**config.mk**
```make
export PLATFORM = sky130hd
export DESIGN_NAME = fir_dout_sink
export DESIGN_NICKNAME = d
export VERILOG_FILES = /design/src/rtl/fir_sink_pkg.sv /design/src/rtl/fir_sink_fifo.sv /design/src/rtl/fir_dout_sink.sv
export SDC_FILE = /design/constraint.sdc
export NUM_CORES = 1
export LEC_CHECK = 0
export BUFFER_PORTS_ARGS = -buffer_cell sky130_fd_sc_hd__buf_2
export CAP_MARGIN = 40
export CORE_ASPECT_RATIO = 1.25
export CORE_MARGIN = 8
export CORE_UTILIZATION = 45
export DETAILED_ROUTE_END_ITERATION = 10
export GPL_TIMING_DRIVEN = 0
export PLACE_DENSITY = 0.65
export SYNTH_ARGS = -nofsm -noshare
export SYNTH_HDL_FRONTEND = slang
export SYNTH_SLANG_ARGS = --single-unit
```
**constraint.sdc**
```tcl
create_clock -name clk -period 3 [get_ports clk]
set_input_delay 0.15 -clock clk [delete_from_list [all_inputs] [get_ports clk]]
set_output_delay 0.15 -clock clk [all_outputs]
set_load 0.01 [all_outputs]
```
**src/rtl/fir_sink_pkg.sv**
```systemverilog
// Shared widths and defaults for the FIR output sink.
// Holds sample/FIFO defaults, statistic widths and pointer-width helper.
package fir_sink_pkg;

  localparam int DW_DEF    = 11;
  localparam int DEPTH_DEF = 4;
  localparam int CNT_W     = 16;
  localparam int SUM_W     = 24;
  localparam int PTR_W_DEF = $clog2(DEPTH_DEF);

  function automatic int ptr_w(input int depth);
    return $clog2(depth);
  endfunction

endpackage

```
**src/rtl/fir_sink_fifo.sv**
```systemverilog
// Capture FIFO for the FIR output sink (storage, pointers, level).
// Ports: clk, rst (async active-low), push/din, pop/dout, not_empty, level_nxt.
module fir_sink_fifo
  import fir_sink_pkg::*;
#(
  parameter int DW    = DW_DEF,
  parameter int DEPTH = DEPTH_DEF
) (
  input  logic                       clk,
  input  logic                       rst,
  input  logic                       push,
  input  logic [DW-1:0]              din,
  input  logic                       pop,
  output logic [DW-1:0]              dout,
  output logic                       not_empty,
  output logic [ptr_w(DEPTH):0]      level_nxt
);

  localparam int PW = ptr_w(DEPTH);

  logic [DW-1:0] mem_q [DEPTH];
  logic [DW-1:0] mem_d [DEPTH];
  logic [PW-1:0] wr_ptr_q, wr_ptr_d;
  logic [PW-1:0] rd_ptr_q, rd_ptr_d;
  logic [PW:0]   level_q, level_d;
  logic          do_pop;

  assign not_empty = (level_q != '0);
  assign do_pop    = pop & not_empty;
  // Head is masked so rd_data reads zero whenever the FIFO is empty.
  assign dout      = not_empty ? mem_q[rd_ptr_q] : '0;
  assign level_nxt = level_d;

  always_comb begin
    mem_d    = mem_q;
    wr_ptr_d = wr_ptr_q;
    rd_ptr_d = rd_ptr_q;
    level_d  = level_q;
    if (push) begin
      mem_d[wr_ptr_q] = din;
      wr_ptr_d        = wr_ptr_q + 1'b1;
    end
    if (do_pop) begin
      rd_ptr_d = rd_ptr_q + 1'b1;
    end
    unique case ({push, do_pop})
      2'b10:   level_d = level_q + 1'b1;
      2'b01:   level_d = level_q - 1'b1;
      default: level_d = level_q;
    endcase
  end

  always_ff @(posedge clk or negedge rst) begin
    if (!rst) begin
      for (int i = 0; i < DEPTH; i++) begin
        mem_q[i] <= '0;
      end
      wr_ptr_q <= '0;
      rd_ptr_q <= '0;
      level_q  <= '0;
    end else begin
      mem_q    <= mem_d;
      wr_ptr_q <= wr_ptr_d;
      rd_ptr_q <= rd_ptr_d;
      level_q  <= level_d;
    end
  end

endmodule

```
**src/rtl/fir_dout_sink.sv**
```systemverilog
// FIR output sink: capture FIFO with registered backpressure and stats.
// Ports: clk, rst (async active-low), dout_data/dout_vld/dout_busy from the
// FIR, rd_en/rd_data/rd_vld downstream, clr_stats, sample_cnt, acc_sum,
// sum_ovf. Optional macro FIR_SINK_THROTTLE_EN limits intake to 1 per 2 cycles.
module fir_dout_sink
  import fir_sink_pkg::*;
#(
  parameter int DW    = DW_DEF,
  parameter int DEPTH = DEPTH_DEF
) (
  input  logic              clk,
  input  logic              rst,
  input  logic [DW-1:0]     dout_data,
  input  logic              dout_vld,
  output logic              dout_busy,
  input  logic              rd_en,
  output logic [DW-1:0]     rd_data,
  output logic              rd_vld,
  input  logic              clr_stats,
  output logic [CNT_W-1:0]  sample_cnt,
  output logic [SUM_W-1:0]  acc_sum,
  output logic              sum_ovf
);

  localparam int PW = ptr_w(DEPTH);

  logic             busy_q, busy_d;
  logic [CNT_W-1:0] cnt_q, cnt_d;
  logic [SUM_W-1:0] sum_q, sum_d;
  logic             ovf_q, ovf_d;
  logic [SUM_W:0]   add;
  logic             push, pop, full_nxt;
  logic [PW:0]      level_nxt;

  assign push = dout_vld & ~busy_q;
  assign pop  = rd_en & rd_vld;

  fir_sink_fifo #(
    .DW    (DW),
    .DEPTH (DEPTH)
  ) u_fifo (
    .clk       (clk),
    .rst       (rst),
    .push      (push),
    .din       (dout_data),
    .pop       (pop),
    .dout      (rd_data),
    .not_empty (rd_vld),
    .level_nxt (level_nxt)
  );

  assign full_nxt = (level_nxt == (PW+1)'(DEPTH));

`ifdef FIR_SINK_THROTTLE_EN
  logic phase_q, phase_d;

  assign phase_d = ~phase_q;

  always_ff @(posedge clk or negedge rst) begin
    if (!rst) phase_q <= 1'b0;
    else      phase_q <= phase_d;
  end

  // Busy follows the phase that is current at this edge: 0,1,0,1...
  always_comb busy_d = full_nxt | phase_q;
`else
  always_comb busy_d = full_nxt;
`endif

  // A clear and an accept in the same cycle restart from the new sample.
  always_comb begin
    cnt_d = cnt_q;
    sum_d = sum_q;
    ovf_d = ovf_q;
    add   = '0;
    if (clr_stats) begin
      cnt_d = '0;
      sum_d = '0;
      ovf_d = 1'b0;
    end
    if (push) begin
      cnt_d = cnt_d + 1'b1;
      add   = {1'b0, sum_d} + (SUM_W+1)'(dout_data);
      sum_d = add[SUM_W-1:0];
      ovf_d = ovf_d | add[SUM_W];
    end
  end

  always_ff @(posedge clk or negedge rst) begin
    if (!rst) begin
      busy_q <= 1'b1;
      cnt_q  <= '0;
      sum_q  <= '0;
      ovf_q  <= 1'b0;
    end else begin
      busy_q <= busy_d;
      cnt_q  <= cnt_d;
      sum_q  <= sum_d;
      ovf_q  <= ovf_d;
    end
  end

  assign dout_busy  = busy_q;
  assign sample_cnt = cnt_q;
  assign acc_sum    = sum_q;
  assign sum_ovf    = ovf_q;

endmodule

```
==> results_dict.tcl <==
set metrics [dict create \
    fin_crit_ps 2690 \
    grt_pass1_vias 3746 \
    drv_slew 0 \
    final_layout_size_suffix_gt1_share_pct 29.5 \
    p_total_mw 4.91 \
    synthSimpleGateAreaFrac_pct 16.8 \
    drtIter0Drc 135 \
    diodes 0 \
    cts_buffers 9 \
    die-area_mm2 0.0144 \
    num_rows 42 \
    grt_pass1_wl_mm 18.2 \
    max_freq_mhz 372 \
    drc 0 \
    wl_mm 10.8 \
    worstMarginPinSlew_ps 709 \
    dieWidth_um 109 \
    start_util_pct 45.9 \
    htreeDepth 3 \
    firstDrtPassIters 4 \
    crit_buf_inv 3 \
    path_class "input pin to flop" \
    synthMuxAreaShare_pct 14.9 \
    io_buffers 68 \
    arrival_ps 2920 \
    p_switching_mw 1.58 \
    hpwl_mm 8.08 \
    syn_inst 435 \
    synth_xor_area_share_pct 5.78 \
    seqPwrFrac_pct 38.7 \
    post_cts.repair.setup_buffers 0 \
    ys_warn_count 0 \
    synth.most_common_cell "dfrtp_1" \
    met1_length_mm 4.68 \
    vias_per_cell 5.31 \
    clock_power_share_pct 23.5 \
    ys_ff_latch 93 \
    cts_tree "yes" \
    antenna_found_initial 0 \
    hold-worst-slack_ps 118 \
    power_density_mw_per_mm2 862 \
    p_sw_share_pct 32.3 \
    route.met3.wl_um 527 \
    ctsRootBufferMaster "clkbuf_16" \
    grt-ovfl-total 0 \
    postRouteAntennaNets 0 \
    num_vias 3455 \
    fp.coreArea_mm2 0.0106 \
    synth_top_flop_cell "dfrtp_1" \
    synth_top_family_by_area "simple AND/OR/NAND/NOR gates" \
    max-vdd-ir-drop_uv 449 \
    hold_viol_final 0 \
    synth_area_leaders "dfrtp_1 (47%), mux2_2 (9.3%), mux4_2 (5.1%)" \
    comb_power_share_pct 37.8 \
    rsz0062_at_grt "false" \
    synthAdderAreaFrac_pct 5.21 \
    slowest_delay_ps 550 \
    path_cells "clkbuf_2, clkbuf_1, nand2b_1, inv_1, ha_1, a21oi_1, nand4b_1, a21oi_2, o41ai_4, nor2_2, mux2_4" \
    grtUsageTotal_pct 16.0 \
    crit_fanout 10 \
    nNetsFinal 549 \
    clock-sinks 93 \
    status "completed" \
    yosysTopAreaCell "dfrtp_1" \
    grt_start_max_net_pins 54 \
    max_cap_viol_count 0 \
    async_reset_ff_share_pct 100 \
    clock_latency_ps 340 \
    ys_seq_area_share_pct 48.0 \
    p_int_mw 3.32 \
    top_layer "met4" \
    place_congestion 0.816 \
    cts.path.max_buffers 2 \
    timing.final.crit_share_pct 89.6 \
    cp_slowest_cell "o41ai_4" \
    cp_top_family "compound AO/OA/AOI/OAI gates" \
    dr_wl_met2_mm 5.41 \
    syn_nets 470 \
    start_kind "input pin" \
    clk_pin_slew_ps 70 \
    num_io_pins 70 \
    synth_top_area_share_pct 47.5 \
    synth_compound_area_share_pct 6.94 \
    syn-cell-area_mm2 0.00485 \
    r2r_slack_ps 470 \
    synth_edf_count 0 \
    slew_headroom_pct 52.8 \
    min_path_type "input pin to flop" \
    setup_viol_count_final 0 \
    syn2layout_area_growth_pct 17.4 \
    p_leak_nw 2.64 \
    nFillCells 952 \
    required_ps 3230 \
    skew_ps 6.62 \
    ys_types 49 \
    synthTopCellsByCount "dfrtp_1 (92), nand2_1 (50), mux2_2 (40), nor2b_1 (26), o21ai_0 (22)" \
    die-height_um 132 \
    cp-end-kind "flop" \
    detail_route.wl_per_cell_um 16.6 \
    postSynthAreaPerCell_um2 11.2 \
]
==> through the flow <==
step,utilization (%),std cells,TNS [ps],worst slack [ps],cell area [µm²]
after floorplan,-,435,0,353,4850
after global placement,50.7,635,-224,-138,5360
after detailed placement,51.0,636,-259,-176,5390
after CTS,53.9,652,0,42.8,5690
after global routing,53.9,651,0,70.7,5690
final,53.9,651,0,311,5690
==> sequential cells by signal, indices dropped and copies added (netlist names) <==
name and flops:
u_fifo.rd_ptr_q 2, u_fifo.level_q 3, u_fifo.mem_q 44, sum_ovf 1, dout_busy 1, acc_sum 24, sample_cnt 16, u_fifo.wr_ptr_q 2
==> cells by family (layout without fill, tap and decap cells) <==
| logic type | after synthesis | after routing |
|---|---|---|
| fa+ha+maj | 19 | 19 |
| mux | 53 | 53 |
| simple gates | 157 | 157 |
| xor+xnor | 32 | 32 |
| compound gates | 51 | 51 |
| flops | 93 | 93 |
| buf+inv | 30 | 114 |
==> layout make-up <==
class                      instances  area [µm²]  area share, %
buffer                            14        56.3          0.989
clock buffer                      10         239           4.20
clock inverter                     6        61.3           1.08
inverter                          14        56.3          0.989
multi-input combinational        312        2410           42.3
sequential                        93        2330           40.9
tap                              132         165           2.90
timing repair buffer              70         380           6.68
==> power by group through the flow <==
stage	combinational [mW]	clock, mW	sequential (mW)
final	1.85	1.15	1.90
after global routing	2.05	1.24	1.95
after CTS	1.90	1.19	1.90
after detailed placement	1.90	0	1.92
after global placement	1.85	0	1.90
after floorplan	1.33	0	1.88
==> worst paths after layout <==
check	to	cells past startpoint	startpoint
hold / removal	u_fifo.mem_q[31]$_DFFE_PN0P_	2	dout_data[9]
setup reg to reg	acc_sum[20]$_DFF_PN0_	10	acc_sum[0]$_DFF_PN0_
max in group asynchronous	dout_busy$_DFF_PN1_	3	rst
hold reg to reg	u_fifo.mem_q[34]$_DFFE_PN0P_	2	u_fifo.mem_q[34]$_DFFE_PN0P_
setup / recovery	acc_sum[17]$_DFF_PN0_	11	clr_stats
min in group asynchronous	sample_cnt[12]$_DFF_PN0_	2	rst
==> layout by cell type, fill, tap and decap left out, types with 2 or more instances in the layout <==
cell type	count
mux2_2	40
and4_1	2
a21oi_1	12
clkinv_2	3
o31ai_1	3
ha_1	17
a21o_1	2
or2_2	3
nor2_1	19
nor3b_1	3
o21ai_0	22
clkbuf_1	10
a31oi_2	2
and2_1	12
nand2b_1	7
xor2_1	15
fa_1	2
nand2_1	50
mux4_2	11
buf_2	69
clkbuf_16	9
nor2b_1	26
or4_1	2
inv_1	13
dfrtp_1	92
nor3_1	4
xnor2_1	17
nand4_1	7
or3_1	5
nand3_1	7
and3_1	5
clkinvlp_4	2
==> metal layers <==
metal	GRT usage [%]	up-vias
met5	0	-
li1	-	1668
met2	26.8	61
met1	19.5	1711
met4	6.18	0
met3	3.08	15
==> timing repair <==
action,4_1_cts,5_1_grt
hold endpoints to repair,40,0
setup endpoints to repair,1,1
hold buffers,1,0
gates resized for setup,0,1
Note: power is estimated with default switching activity, not from simulation.
